--- config.mk ---
export PLATFORM = sky130hd
export DESIGN_NAME = mux_arbiter
export DESIGN_NICKNAME = d
export VERILOG_FILES = /design/src/rtl/mux_arbiter_pkg.sv /design/src/rtl/mux_arbiter_dp.sv /design/src/rtl/mux_arbiter.sv
export SDC_FILE = /design/constraint.sdc
export NUM_CORES = 1
export LEC_CHECK = 0
export ABC_CLOCK_PERIOD_IN_PS = 3390
export BUFFER_PORTS_ARGS = -buffer_cell sky130_fd_sc_hd__buf_2
export CORE_MARGIN = 4
export CORE_UTILIZATION = 35
export CTS_CLUSTER_DIAMETER = 150
export DETAILED_ROUTE_END_ITERATION = 8
export GPL_TIMING_DRIVEN = 0
export SLEW_MARGIN = 20
export SYNTH_ARGS = -nofsm -noshare
export SYNTH_HDL_FRONTEND = slang
export SYNTH_SLANG_ARGS = --single-unit
export TNS_END_PERCENT = 50
--- constraint.sdc ---
create_clock -name i_clk -period 3.39 [get_ports i_clk]
set_clock_uncertainty 0.2 [all_clocks]
set_input_delay 0.5085 -clock i_clk [delete_from_list [all_inputs] [get_ports i_clk]]
set_output_delay 0.5085 -clock i_clk [all_outputs]
set_load 0.01 [all_outputs]
--- src/rtl/mux_arbiter_pkg.sv ---
// Shared types and constants for the two-requester mux arbiter.
package mux_arbiter_pkg;

  typedef enum logic [1:0] {
    IDLE  = 2'd0,
    GNT_A = 2'd1,
    GNT_B = 2'd2
  } arb_state_t;

  localparam logic SEL_A = 1'b1;
  localparam logic SEL_B = 1'b0;

endpackage

--- src/rtl/mux_arbiter_dp.sv ---
// 2:1 payload mux plus valid/ready steering, driven by the registered select
// and a grant-active flag. Purely combinational.
module mux_arbiter_dp
  import mux_arbiter_pkg::*;
#(
  parameter int DATA_W = 8
) (
  input  logic              sel_i,
  input  logic              gnt_i,
  input  logic              a_valid_i,
  input  logic [DATA_W-1:0] a_data_i,
  input  logic              b_valid_i,
  input  logic [DATA_W-1:0] b_data_i,
  input  logic              ready_i,
  output logic              a_ready_o,
  output logic              b_ready_o,
  output logic              valid_o,
  output logic [DATA_W-1:0] data_o
);

  logic sel_a;

  assign sel_a     = (sel_i == SEL_A);
  assign data_o    = sel_a ? a_data_i : b_data_i;
  // The select always matches the granted side while a grant is active.
  assign valid_o   = gnt_i & (sel_a ? a_valid_i : b_valid_i);
  assign a_ready_o = gnt_i &  sel_a & ready_i;
  assign b_ready_o = gnt_i & ~sel_a & ready_i;

endmodule

--- src/rtl/mux_arbiter.sv ---
// Two-requester round-robin arbiter with bounded hold, forwarding the granted
// valid/ready stream through a registered 2:1 mux select.
module mux_arbiter
  import mux_arbiter_pkg::*;
#(
  parameter int DATA_W   = 8,
  parameter int MAX_HOLD = 4
) (
  input  logic              i_clk,
  input  logic              i_rst_n,
  input  logic              i_a_valid,
  input  logic [DATA_W-1:0] i_a_data,
  output logic              o_a_ready,
  input  logic              i_b_valid,
  input  logic [DATA_W-1:0] i_b_data,
  output logic              o_b_ready,
  output logic              o_valid,
  output logic [DATA_W-1:0] o_data,
  input  logic              i_ready,
  output logic              o_sel,
  output logic              o_busy
);

  localparam int CW = $clog2(MAX_HOLD + 1);
  localparam logic [CW-1:0] MAX_C = CW'(MAX_HOLD);

  arb_state_t    state_q, state_d;
  logic          sel_q, sel_d;
  logic          ptr_q, ptr_d;
  logic [CW-1:0] cnt_q, cnt_d;

  logic [CW:0]   cnt_inc;
  logic          hit;
  logic [CW-1:0] cnt_sat;
  logic          go_a, go_b, go_idle;

  assign cnt_inc = {1'b0, cnt_q} + 1'b1;
  assign hit     = (cnt_inc >= {1'b0, MAX_C});
  assign cnt_sat = hit ? MAX_C : cnt_inc[CW-1:0];

  always_comb begin
    go_a    = 1'b0;
    go_b    = 1'b0;
    go_idle = 1'b0;
    state_d = state_q;
    sel_d   = sel_q;
    ptr_d   = ptr_q;
    cnt_d   = cnt_q;

    unique case (state_q)
      IDLE: begin
        go_a = i_a_valid & (~i_b_valid | (ptr_q == SEL_A));
        go_b = i_b_valid & (~i_a_valid | (ptr_q == SEL_B));
      end
      GNT_A: begin
        // Valid low means the burst is over, even under backpressure.
        if (!i_a_valid) begin
          go_b    = i_b_valid;
          go_idle = ~i_b_valid;
        end else if (i_ready) begin
          if (hit && i_b_valid) go_b  = 1'b1;
          else                  cnt_d = cnt_sat;
        end
      end
      GNT_B: begin
        if (!i_b_valid) begin
          go_a    = i_a_valid;
          go_idle = ~i_a_valid;
        end else if (i_ready) begin
          if (hit && i_a_valid) go_a  = 1'b1;
          else                  cnt_d = cnt_sat;
        end
      end
      default: go_idle = 1'b1;
    endcase

    // Entry into a grant flips the pointer toward the other side.
    if (go_a) begin
      state_d = GNT_A;
      sel_d   = SEL_A;
      ptr_d   = SEL_B;
      cnt_d   = '0;
    end else if (go_b) begin
      state_d = GNT_B;
      sel_d   = SEL_B;
      ptr_d   = SEL_A;
      cnt_d   = '0;
    end else if (go_idle) begin
      state_d = IDLE;
      cnt_d   = '0;
    end
  end

  always_ff @(posedge i_clk or negedge i_rst_n) begin
    if (!i_rst_n) begin
      state_q <= IDLE;
      sel_q   <= SEL_A;
      ptr_q   <= SEL_A;
      cnt_q   <= '0;
    end else begin
      state_q <= state_d;
      sel_q   <= sel_d;
      ptr_q   <= ptr_d;
      cnt_q   <= cnt_d;
    end
  end

  assign o_sel  = sel_q;
  assign o_busy = (state_q != IDLE);

  mux_arbiter_dp #(.DATA_W(DATA_W)) u_dp (
    .sel_i     (sel_q),
    .gnt_i     (o_busy),
    .a_valid_i (i_a_valid),
    .a_data_i  (i_a_data),
    .b_valid_i (i_b_valid),
    .b_data_i  (i_b_data),
    .ready_i   (i_ready),
    .a_ready_o (o_a_ready),
    .b_ready_o (o_b_ready),
    .valid_o   (o_valid),
    .data_o    (o_data)
  );

endmodule

**Word level (Yosys, flattened, before mapping)**

Index checks and enable logic that the tools add are counted.

- Register bits: 7
- Input port bits: 21
- Output and inout bits: 13
- Word-level logic and storage cells: 66

- Add/subtract/negate cells: 1
- $lt $le $gt $ge: 1
- Equal/unequal tests: 8
- Mux-type cells: 31
- Bitwise gates (word level): 13
- Reduce and logical (&&, ||, !) cells: 8

Operators by type and width:

| kind | number |
|---|---|
| 3-bit two-way mux | 10 |
| 5-bit inequality test, second input constant | 6 |
| 1-bit two-way mux | 13 |
| 8-bit two-way mux | 1 |
| 1-bit bitwise AND | 7 |
| 7-bit AND reduction | 1 |
| 2-bit two-way mux | 3 |
| 3-bit one-hot mux with 2 select lines | 1 |
| 5-bit nonzero test | 1 |
| 3-bit by 1-bit adder with 4-bit output, second input constant | 1 |
| 4-bit by 3-bit greater-or-equal comparator with 1-bit output, second input constant | 1 |
| 1-bit inverter | 4 |
| 1-bit one-hot mux with 2 select lines | 2 |
| 2-bit nonzero test | 2 |
| 1-bit one-hot mux with 3 select lines | 1 |
| 3-bit nonzero test | 1 |
| 2-bit by 1-bit == test with 1-bit output, second input constant | 1 |
| 2-bit == test, second input constant | 1 |
| 1-bit logical AND | 2 |
| 2-bit zero test | 1 |
| 1-bit OR | 2 |

**Longest topological paths before layout**

- Depth after elaboration: 10
- Depth in mapped cells: 6
- Depth with buffers taken out: 6

**By module**

A second synthesis with hierarchy kept.

- Cell total of the unflattened synthesis: 75
- Area total of the unflattened synthesis: 685.7 um^2

Modules (own cells, without submodules):

| module | times used | cells an instance | area an instance (um^2) | seq. area each (um^2) |
|---|---|---|---|---|
| mux_arbiter | 1 | 61 | 523.0 | 177.7 |
| mux_arbiter_dp | 1 | 14 | 162.7 | 0.0 |

**Worst setup path after synthesis**

No wires, ideal clock.

- Kind: register -> output
- Start: register sel_q, in the netlist o_sel
- End: output port o_data[0]
- Arrival: 1287 ps
- Path slack: 1394 ps
- Cell stages (with the launch flop): 3
- Cell sequence: dfstp_2 buf_1 mux2_2

- Cells in the longest elaborated chain, start to end: 1

Ends and longest elaborated chain:

| what | RTL line | text |
|---|---|---|
| start, declared | mux_arbiter.sv:28 | `logic sel_q, sel_d;` |
| start signal, assigned | mux_arbiter.sv:102 | `sel_q <= sel_d;` |
| 8-bit two-way mux | mux_arbiter_dp.sv:24 | `assign data_o = sel_a ? a_data_i : b_data_i;` |
| end, declared | mux_arbiter.sv:18 | `output logic [DATA_W-1:0] o_data,` |

No other way between the ends.

**Final worst setup path**

- Start: register sel_q, in the netlist o_sel
- End: output port o_data[5]

Same word-level chain as after synthesis.

==> metrics <==
outcome=finished clean; Worst EP arrival=1730 ps; crit-path max cell delay=550 ps; VDD IR max=0.000323 V; # setup viols final=0; vias in the first global route=668; Reg2Reg Setup Slack=1290 ps; Slew Viols, Final=0; GRT overflow=0; Vias=766; layout net count=144; fin crit share=0.719; final hold viol count=0; Hold Path Sink=cnt_q[1]$_DFFE_PN0P_; Worst Path Required=2680 ps; critical path capture point type=output port; DP Area=836 sq um; top cell type's share of synthesized area=0.196; Clock power frac=0.206; Detailed Routing Iterations Pass 1=4; Post-synth top cells=nand2_1, mux2_2, nor2_1; largest net degree at the start of global routing=11; clock buffer depth=2; startpoint types=register; Rows=15; drt wl/cell=11.9 um; initial DRC count=12; fillers=183; Max Fclk=0.410 GHz; post-cts sizing count=0; Cells after Synth=83; slew at the pin with the worst max-slew slack=589 ps; routability cong.=0.715; yosys synthesis warning count=0; drt total wl=1740 um; RSZ-0062 raised after global routing=no; root buf cell=clkbuf_4; crit path kind=reg2out; CTS sink cnt=7; htree depth=1; crit path max-delay cell type=dfstp_2; setup TNS=0 ps; max_slew headroom=0.606; clock slew at reported path FFs=50 ps; CTS tree=built; origin of the critical flop-to-flop path=cnt_q[0]$_DFFE_PN0P_; Residual DRC=0; Initial Utilization=0.370; Switching Share=0.383; count leader, synth=nand2_1; Via-to-Cell Ratio=5.25; predominant post-synthesis flop cell=dfrtp_1; min-delay worst type=reg2reg; Ports=34; clk_lat worst skew=250 ps; crit-path cells=buf_1, mux2_2, buf_2; Combinational Power Share=0.487; Post-Layout Inst Area=873 sq um; Power Density=425 nW/um^2; dpl cells=141; Core Box Area=1730 sq um; CP Max Fanout=10; largest cells by area after synthesis=dfrtp_1, mux2_2, dfstp_2; worst hold path cell count=2; Worst R2R End=cnt_q[2]$_DFFE_PN0P_; EDFF count, synth=0; first-pass GRT wire length=2750 um; R2R cell count=6; Inserted Diodes=0; share of layout cells above drive strength 1=0.438; mean post-synth cell area=7.70 sq um; Internal=0.000229 W; Switch Pwr=0.000142 W; part of the Yosys area used for sequential elements=0.278; total CTS buffers=3; die area=2570 sq um; non-filler cells, final=146; Final min period=2440 ps; Hold Crit Start=cnt_q[1]$_DFFE_PN0P_; Reg power frac=0.307; Cell variety after synth=32; ys async rst share=1.00; initial antenna violation count=0; area delta synth->final=36.6%; register bit total from synthesis=7; Die W=50.7 um; syn nets=105; MaxCap Viol Count=0; I/O Buffers=33; HPWL after DPL=1400 um; Yosys top cell by area=dfrtp_1; DRT antenna net count=0; chip height=50.7 um; Lkg Pwr=0.419 nW; GRT Total Usage=0.140; Post-Synthesis Cell Area=639 sq um
## state kept, by name, indices dropped and copies added (netlist names)
register	flops
state_q	2
cnt_q	3
o_sel	1
ptr_q	1
## repair_timing
item | in CTS | in global routing
hold buffers | 1 | 0
buffers inserted | 0 | 0
hold endpoints to repair | 5 | 0
## layout by cell type (no fill, tap or decap), drive strengths merged, types with 5 or more instances in the layout
cell / Yosys / layout
buf: 2 / 35
nand2: 12 / 12
o21ai: 9 / 9
nor2: 8 / 8
mux2: 8 / 8
a21oi: 7 / 7
clkbuf: 3 / 6
dfrtp: 5 / 5
inv: 5 / 5
## critical path, delay by kind of cell, from the launching register on
kind	cells	cell delay (ps)
DFF	1	550
buffers and inverters	2	530
muxes	1	390
## logic make-up after synthesis
group	Yosys count	share of synthesized area
flip-flops	7	0.278
AND/OR/NAND/NOR	29	0.207
buffers and inverters	10	0.0607
multiplexers	9	0.157
AO/OA/AOI/OAI	27	0.278
adder cells (fa/ha/maj)	1	0.0196
## final cells by class
cell class / count / area (sq um) / share of cell area
well taps: 25 / 31.3 / 0.0358
clock buffers: 3 / 22.5 / 0.0258
inverters: 5 / 18.8 / 0.0215
clock inverters: 1 / 5.00 / 0.00573
repair buffers: 34 / 175 / 0.201
multi-input cells: 66 / 423 / 0.484
plain buffers: 5 / 20.0 / 0.0229
flip-flops and latches: 7 / 178 / 0.203
## worst max-delay path by stage
stage / from / end
2_1_floorplan: o_sel$_DFFE_PN1P_ / o_data[0]
3_5_place_dp: o_sel$_DFFE_PN1P_ / o_data[4]
5_1_grt: o_sel$_DFFE_PN1P_ / o_data[5]
6_report: o_sel$_DFFE_PN1P_ / o_data[5]
4_1_cts: o_sel$_DFFE_PN1P_ / o_data[6]
3_3_place_gp: o_sel$_DFFE_PN1P_ / o_data[5]
## power groups by stage
| stage | Sequential (W) | Combinational [W] | Clock [W] |
|---|---|---|---|
| final | 0.000114 | 0.000181 | 0.0000765 |
| after global placement | 0.000115 | 0.000178 | 0 |
| after global routing | 0.000116 | 0.000202 | 0.0000841 |
| after detailed placement | 0.000115 | 0.000181 | 0 |
| after CTS | 0.000114 | 0.000182 | 0.0000793 |
| after floorplan | 0.000114 | 0.000120 | 0 |
## metal layers
layer  wire length, um  vias up  share of wire  track usage
li1                  -      375              -            -
met1               729      344           0.42        0.162
met2               751       45           0.43        0.235
met3               252        2           0.14       0.0653
met4                 6        0         0.0034       0.0269
met5                 0        -              0            0
## per-stage QoR
step	worst slack, ps	util	total power, W	hold slack, ps
floorplan	1390	-	0.000234	12.9
global placement	1230	0.484	0.000293	150
detailed placement	1200	0.484	0.000296	152
CTS	935	0.506	0.000375	369
global route	862	0.506	0.000402	407
finish	953	0.506	0.000371	363
(Power assumes the default switching activity.)
